`config.mk`:
```
export PLATFORM = sky130hd
export DESIGN_NAME = divider_4b_seq
export DESIGN_NICKNAME = d
export VERILOG_FILES = /design/src/rtl/divider_4b_seq_pkg.sv /design/src/rtl/divider_4b_seq_div_step.sv /design/src/rtl/divider_4b_seq.sv
export SDC_FILE = /design/constraint.sdc
export NUM_CORES = 1
export LEC_CHECK = 0
export ABC_AREA = 1
export CAP_MARGIN = 15
export CORE_ASPECT_RATIO = 0.5
export CORE_MARGIN = 4
export CORE_UTILIZATION = 52
export DETAILED_ROUTE_END_ITERATION = 8
export GPL_TIMING_DRIVEN = 0
export MAX_ROUTING_LAYER = met4
export PLACE_DENSITY = 0.78
export SLEW_MARGIN = 40
export SYNTH_ARGS = -nofsm -noshare
export SYNTH_HDL_FRONTEND = slang
export SYNTH_SLANG_ARGS = --single-unit
```
`constraint.sdc`:
```
create_clock -name clk -period 2.5 [get_ports clk]
set_clock_uncertainty 0.2 [all_clocks]
set_input_delay 0.5 -clock clk [delete_from_list [all_inputs] [get_ports clk]]
set_output_delay 0.5 -clock clk [all_outputs]
set_load 0.03 [all_outputs]
```
`src/rtl/divider_4b_seq_pkg.sv`:
```
// Shared arithmetic definitions for the sequential restoring divider:
// default operand width, controller states and the counter width helper.
package divider_4b_seq_pkg;

   localparam int W_DEFAULT = 4;

   typedef enum logic [1:0] {
      IDLE = 2'd0,
      CALC = 2'd1,
      DONE = 2'd2
   } state_e;

   // Bits needed to count the 2W quotient steps.
   function automatic int cntWidth(input int w);
      return (2 * w <= 2) ? 1 : $clog2(2 * w);
   endfunction

endpackage

```
`src/rtl/divider_4b_seq_div_step.sv`:
```
// One radix-2 restoring step: shift the next dividend bit into the partial
// remainder, trial-subtract the divisor at W+1 bits and keep the difference
// only when it does not go negative.
module div_step #(
   parameter int W = 4
) (
   input  logic [W-1:0] rem_i,
   input  logic         bit_i,
   input  logic [W-1:0] y_i,
   output logic [W-1:0] rem_o,
   output logic         qbit_o
);

   logic [W:0] trial;

   // The retained remainder is always narrower than the divisor, so only its
   // low W bits are carried in; the shifted trial value needs the extra bit.
   // A W-bit subtract gives the correct low bits of the W+1-bit difference.
   always_comb begin
      trial  = {rem_i, bit_i};
      qbit_o = (trial >= {1'b0, y_i});
      rem_o  = qbit_o ? (trial[W-1:0] - y_i) : trial[W-1:0];
   end

endmodule

```
`src/rtl/divider_4b_seq.sv`:
```
// Sequential radix-2 restoring divider: 2W-bit dividend by W-bit divisor,
// one quotient bit per clock, valid/ready handshakes on input and output.
module divider_4b_seq
   import divider_4b_seq_pkg::*;
#(
   parameter int W = W_DEFAULT
) (
   input  logic           clk,
   input  logic           rst_n,
   input  logic           in_valid,
   output logic           in_ready,
   input  logic [2*W-1:0] x,
   input  logic [W-1:0]   y,
   output logic           out_valid,
   input  logic           out_ready,
   output logic [2*W-1:0] q,
   output logic [W-1:0]   r,
   output logic           dbz
);

   localparam int CW = cntWidth(W);

   state_e         state_q;
   logic           inReady_q;
   logic           outValid_q;
   logic [2*W-1:0] xsh_q;
   logic [W-1:0]   y_q;
   logic [W-1:0]   xLow_q;
   logic [W-1:0]   rem_q;
   logic [CW-1:0]  cnt_q;
   logic           dbzInt_q;
   logic [2*W-1:0] quo_q;
   logic [W-1:0]   remOut_q;
   logic           dbzOut_q;

   logic [W-1:0]   rem_d;
   logic           qbit_d;
   logic [2*W-1:0] xsh_d;

   div_step #(.W(W)) u_step (
      .rem_i  (rem_q),
      .bit_i  (xsh_q[2*W-1]),
      .y_i    (y_q),
      .rem_o  (rem_d),
      .qbit_o (qbit_d)
   );

   // The dividend shifts out of the top while quotient bits fill in from the bottom.
   assign xsh_d = {xsh_q[2*W-2:0], qbit_d};

   // Controller and datapath: accept, iterate 2W steps, hold result until taken.
   always_ff @(posedge clk or negedge rst_n) begin
      if (!rst_n) begin
         state_q    <= IDLE;
         inReady_q  <= 1'b1;
         outValid_q <= 1'b0;
         xsh_q      <= '0;
         y_q        <= '0;
         xLow_q     <= '0;
         rem_q      <= '0;
         cnt_q      <= '0;
         dbzInt_q   <= 1'b0;
         quo_q      <= '0;
         remOut_q   <= '0;
         dbzOut_q   <= 1'b0;
      end else begin
         case (state_q)
            IDLE: begin
               if (in_valid && inReady_q) begin
                  state_q   <= CALC;
                  inReady_q <= 1'b0;
                  xsh_q     <= x;
                  y_q       <= y;
                  xLow_q    <= x[W-1:0];
                  rem_q     <= '0;
                  cnt_q     <= CW'(2 * W - 1);
                  dbzInt_q  <= (y == '0);
               end
            end
            CALC: begin
               xsh_q <= xsh_d;
               rem_q <= rem_d;
               cnt_q <= cnt_q - CW'(1);
               if (cnt_q == '0) begin
                  state_q    <= DONE;
                  outValid_q <= 1'b1;
                  dbzOut_q   <= dbzInt_q;
                  if (dbzInt_q) begin
                     quo_q    <= '1;
                     remOut_q <= xLow_q;
                  end else begin
                     quo_q    <= xsh_d;
                     remOut_q <= rem_d;
                  end
               end
            end
            DONE: begin
               if (out_ready) begin
                  state_q    <= IDLE;
                  outValid_q <= 1'b0;
                  inReady_q  <= 1'b1;
               end
            end
            default: begin
               state_q    <= IDLE;
               outValid_q <= 1'b0;
               inReady_q  <= 1'b1;
            end
         endcase
      end
   end

   assign in_ready  = inReady_q;
   assign out_valid = outValid_q;
   assign q         = quo_q;
   assign r         = remOut_q;
   assign dbz       = dbzOut_q;

endmodule

```
==> metrics.csv <==
metric;value;unit
Final ANT Viol Nets;0;
Post-Synth Adder-Cell Area;4.99;%
syn nets;231;
Final HPWL DP;3050;um
worst slew pin tran;0.508;ns
Area Growth Syn to Fin;26.7;%
CP Launch Point;in_ready;
nets;269;
Rows;15;
CP startpoint kind;flip-flop;
syn avg cell area;9.16;um^2
most frequent cells in the layout;nand2_1 (57), dfrtp_1 (40), clkdlybuf4s50_1 (29);
clock root buffer;clkbuf_8;
initial DRC count;79;
Post-Route WL;4040;um
Crit Path Class;flip-flop to primary output;
setup TNS;0;ns
commonest non-fill, non-tap cell in the layout;nand2_1;
pre-CTS setup slack;0.394;ns
Tmin final;2.21;ns
Num CTS Buffers;5;
IO Count;31;
status;complete, no violations;
CP delay by family, top;buffers and inverters;
largest family of logic cells by synthesized area;simple AND/OR/NAND/NOR gates;
maximum vdd drop;0.655;mV
DRT Pass-1 Iters;4;
Clock Sinks;41;
Port Buf Inserts;30;
Core ar.;3470;um^2
critical-path cell list;clkdlybuf4s50_1;
mux contribution to synthesized area;0;%
worst-path maximum fanout;3;
Worst path slowest cell;clkdlybuf4s50_1;
vias per inst;5.10;
routability congestion estimate from global placement;0.862;
critical path's largest stage delay;0.67;ns
# setup viols final;0;
Max Slew Vio Count;0;
worst-skew pair later-pin latency;0.30;ns
Leakage;1.17;nW
Synth Warn #;0;
die width;93.6;um
Worst-path clk slew;0.08;ns
post-synthesis compound-gate area fraction;13.5;%
Slew HR;66.1;%
hold_buf cts;1;
Mapped Cells;208;
ANT cells;0;
sequential area share after synthesis;53.9;%
Hold Startpoint;r[0];
largest net degree at the start of global routing;42;
Synth Cell Area;1900;um^2
vias in the first global route;1481;
synth unique cells;33;
number of gates resized after cts;0;
GRT Resource Usage Total;19.8;%
Simple-Gate Fraction of Synth Area;19.1;%
grt ovf;0;
Yosys reg bits;41;
setup ws final;0.289;ns
Power Density;1550;nW/um^2
H-tree depth;2;
CTS tree;yes;
Clock Tree Buf Depth;2;
final hold slack;0.283;ns
wire per inst;13.6;um
chip height;50.8;um
hold crit path type;flip-flop to flip-flop;
fin crit share;88.4;%
Fmax;0.452;GHz
max_cap viols;0;
RSZ-0062 raised after global routing;false;
Worst EP required;1.80;ns
vias post-DR;1519;
Final Hold Viols;0;
number of setup buffers added after CTS;0;
CP endpoint kind;primary output;
WP data arrival;1.51;ns
worst r2r src;rem_q[1];
Post-route DRC;0;
XOR/XNOR share of the synthesized area;0.920;%
proportion of layout cells with a drive suffix above 1;12.6;%
CP bufs+invs;1;
DIE AREA;4750;um^2
Starting Density;54.8;%
first-pass GRT wire length;6950;um
initial antenna violation count;0;
==> where the power goes <==
part	internal, mW	total (mW)	leakage (nW)	switching (mW)
combinational	0.762	1.93	0.607	1.16
sequential	0.996	1.17	0.495	0.178
clock	0.402	0.646	0.0687	0.244
total	2.16	3.75	1.17	1.59
==> worst paths after layout <==
| kind | to | slack, ns | depth (start not counted) |
|---|---|---|---|
| max | in_ready | 0.29 | 1 |
| min | r[0] | 0.28 | 2 |
| max reg2reg | r[3] | 0.62 | 11 |
| min reg2reg | r[0] | 0.28 | 2 |
| max in group asynchronous | in_ready | 1.22 | 2 |
| min in group asynchronous | rem_q[2] | 0.52 | 2 |
==> area by class of cell <==
| cell class | instances | area (um^2) |
|---|---|---|
| fill | 272 | 1060 |
| sequential | 41 | 1030 |
| multi-input combinational | 134 | 733 |
| timing repair buffer | 31 | 308 |
| inverter | 28 | 105 |
| clock buffer | 5 | 68.8 |
| clock inverter | 3 | 68.8 |
| tap | 51 | 63.8 |
| buffer | 5 | 38.8 |
==> per-layer routing <==
metal	share of wire [%]	global-route usage [%]	vias to the layer above
li1	-	-	749
met1	47	26.9	729
met2	47	29.8	37
met3	5.0	4.64	4
met4	0.94	5.76	0
met5	0	-	-
==> cells in the mapped netlist (all sizes together) <==
cell type	number	area share (%)
dfrtp	40	53
o21ai	12	3.2
o21a	1	0.39
nor2	9	1.9
ha	6	3.9
xnor2	1	0.46
clkinv	1	0.20
fa	1	1.1
o211ai	2	0.79
or2	1	0.33
o22a	3	1.4
nand3	12	3.2
a31oi	1	0.66
buf	5	2.0
xor2	1	0.46
a22oi	5	2.5
nand2	61	13
o31ai	1	0.39
nor3	2	0.79
a21oi	11	3.3
inv	27	5.3
o22ai	3	0.99
dfstp	1	1.4
or3	1	0.33
==> state kept, by name, summed over array words and instances, names as in the netlist, 2 cells and up <==
signal / flops
y_q: 4
r: 4
rem_q: 4
state_q: 2
q: 8
xLow_q: 4
xsh_q: 8
cnt_q: 3
==> cell families (layout without fill, tap and decap cells) <==
family                   Yosys count  after routing
AND/OR/NAND/NOR                   86             86
flip-flops                        41             41
AO/OA/AOI/OAI                     39             39
buffers and inverters             33             72
adder cells (fa/ha/maj)            7              7
XOR/XNOR                           2              2
==> through the flow <==
step	total power, mW	cell area (um^2)	utilization, %	instances
global route	4.05	2410	69.5	298
finish	3.75	2410	69.5	298
global placement	3.04	2270	65.3	289
floorplan	2.54	1900	-	208
CTS	3.77	2410	69.5	298
detailed placement	3.13	2270	65.3	289
==> worst register-to-register path, cell delays in order (launching register included) <==
cell and delay [ns]:
dfrtp_1 0.41, ha_1 0.36, nand2_1 0.10, clkinv_1 0.06
nand2_1 0.06, nand2_1 0.06, nand2_2 0.10, nand2_2 0.11
nand2_1 0.11, nand3_1 0.09, nand2_1 0.07, nand2_1 0.04
No activity file was read; power rests on OpenSTA's default activity.
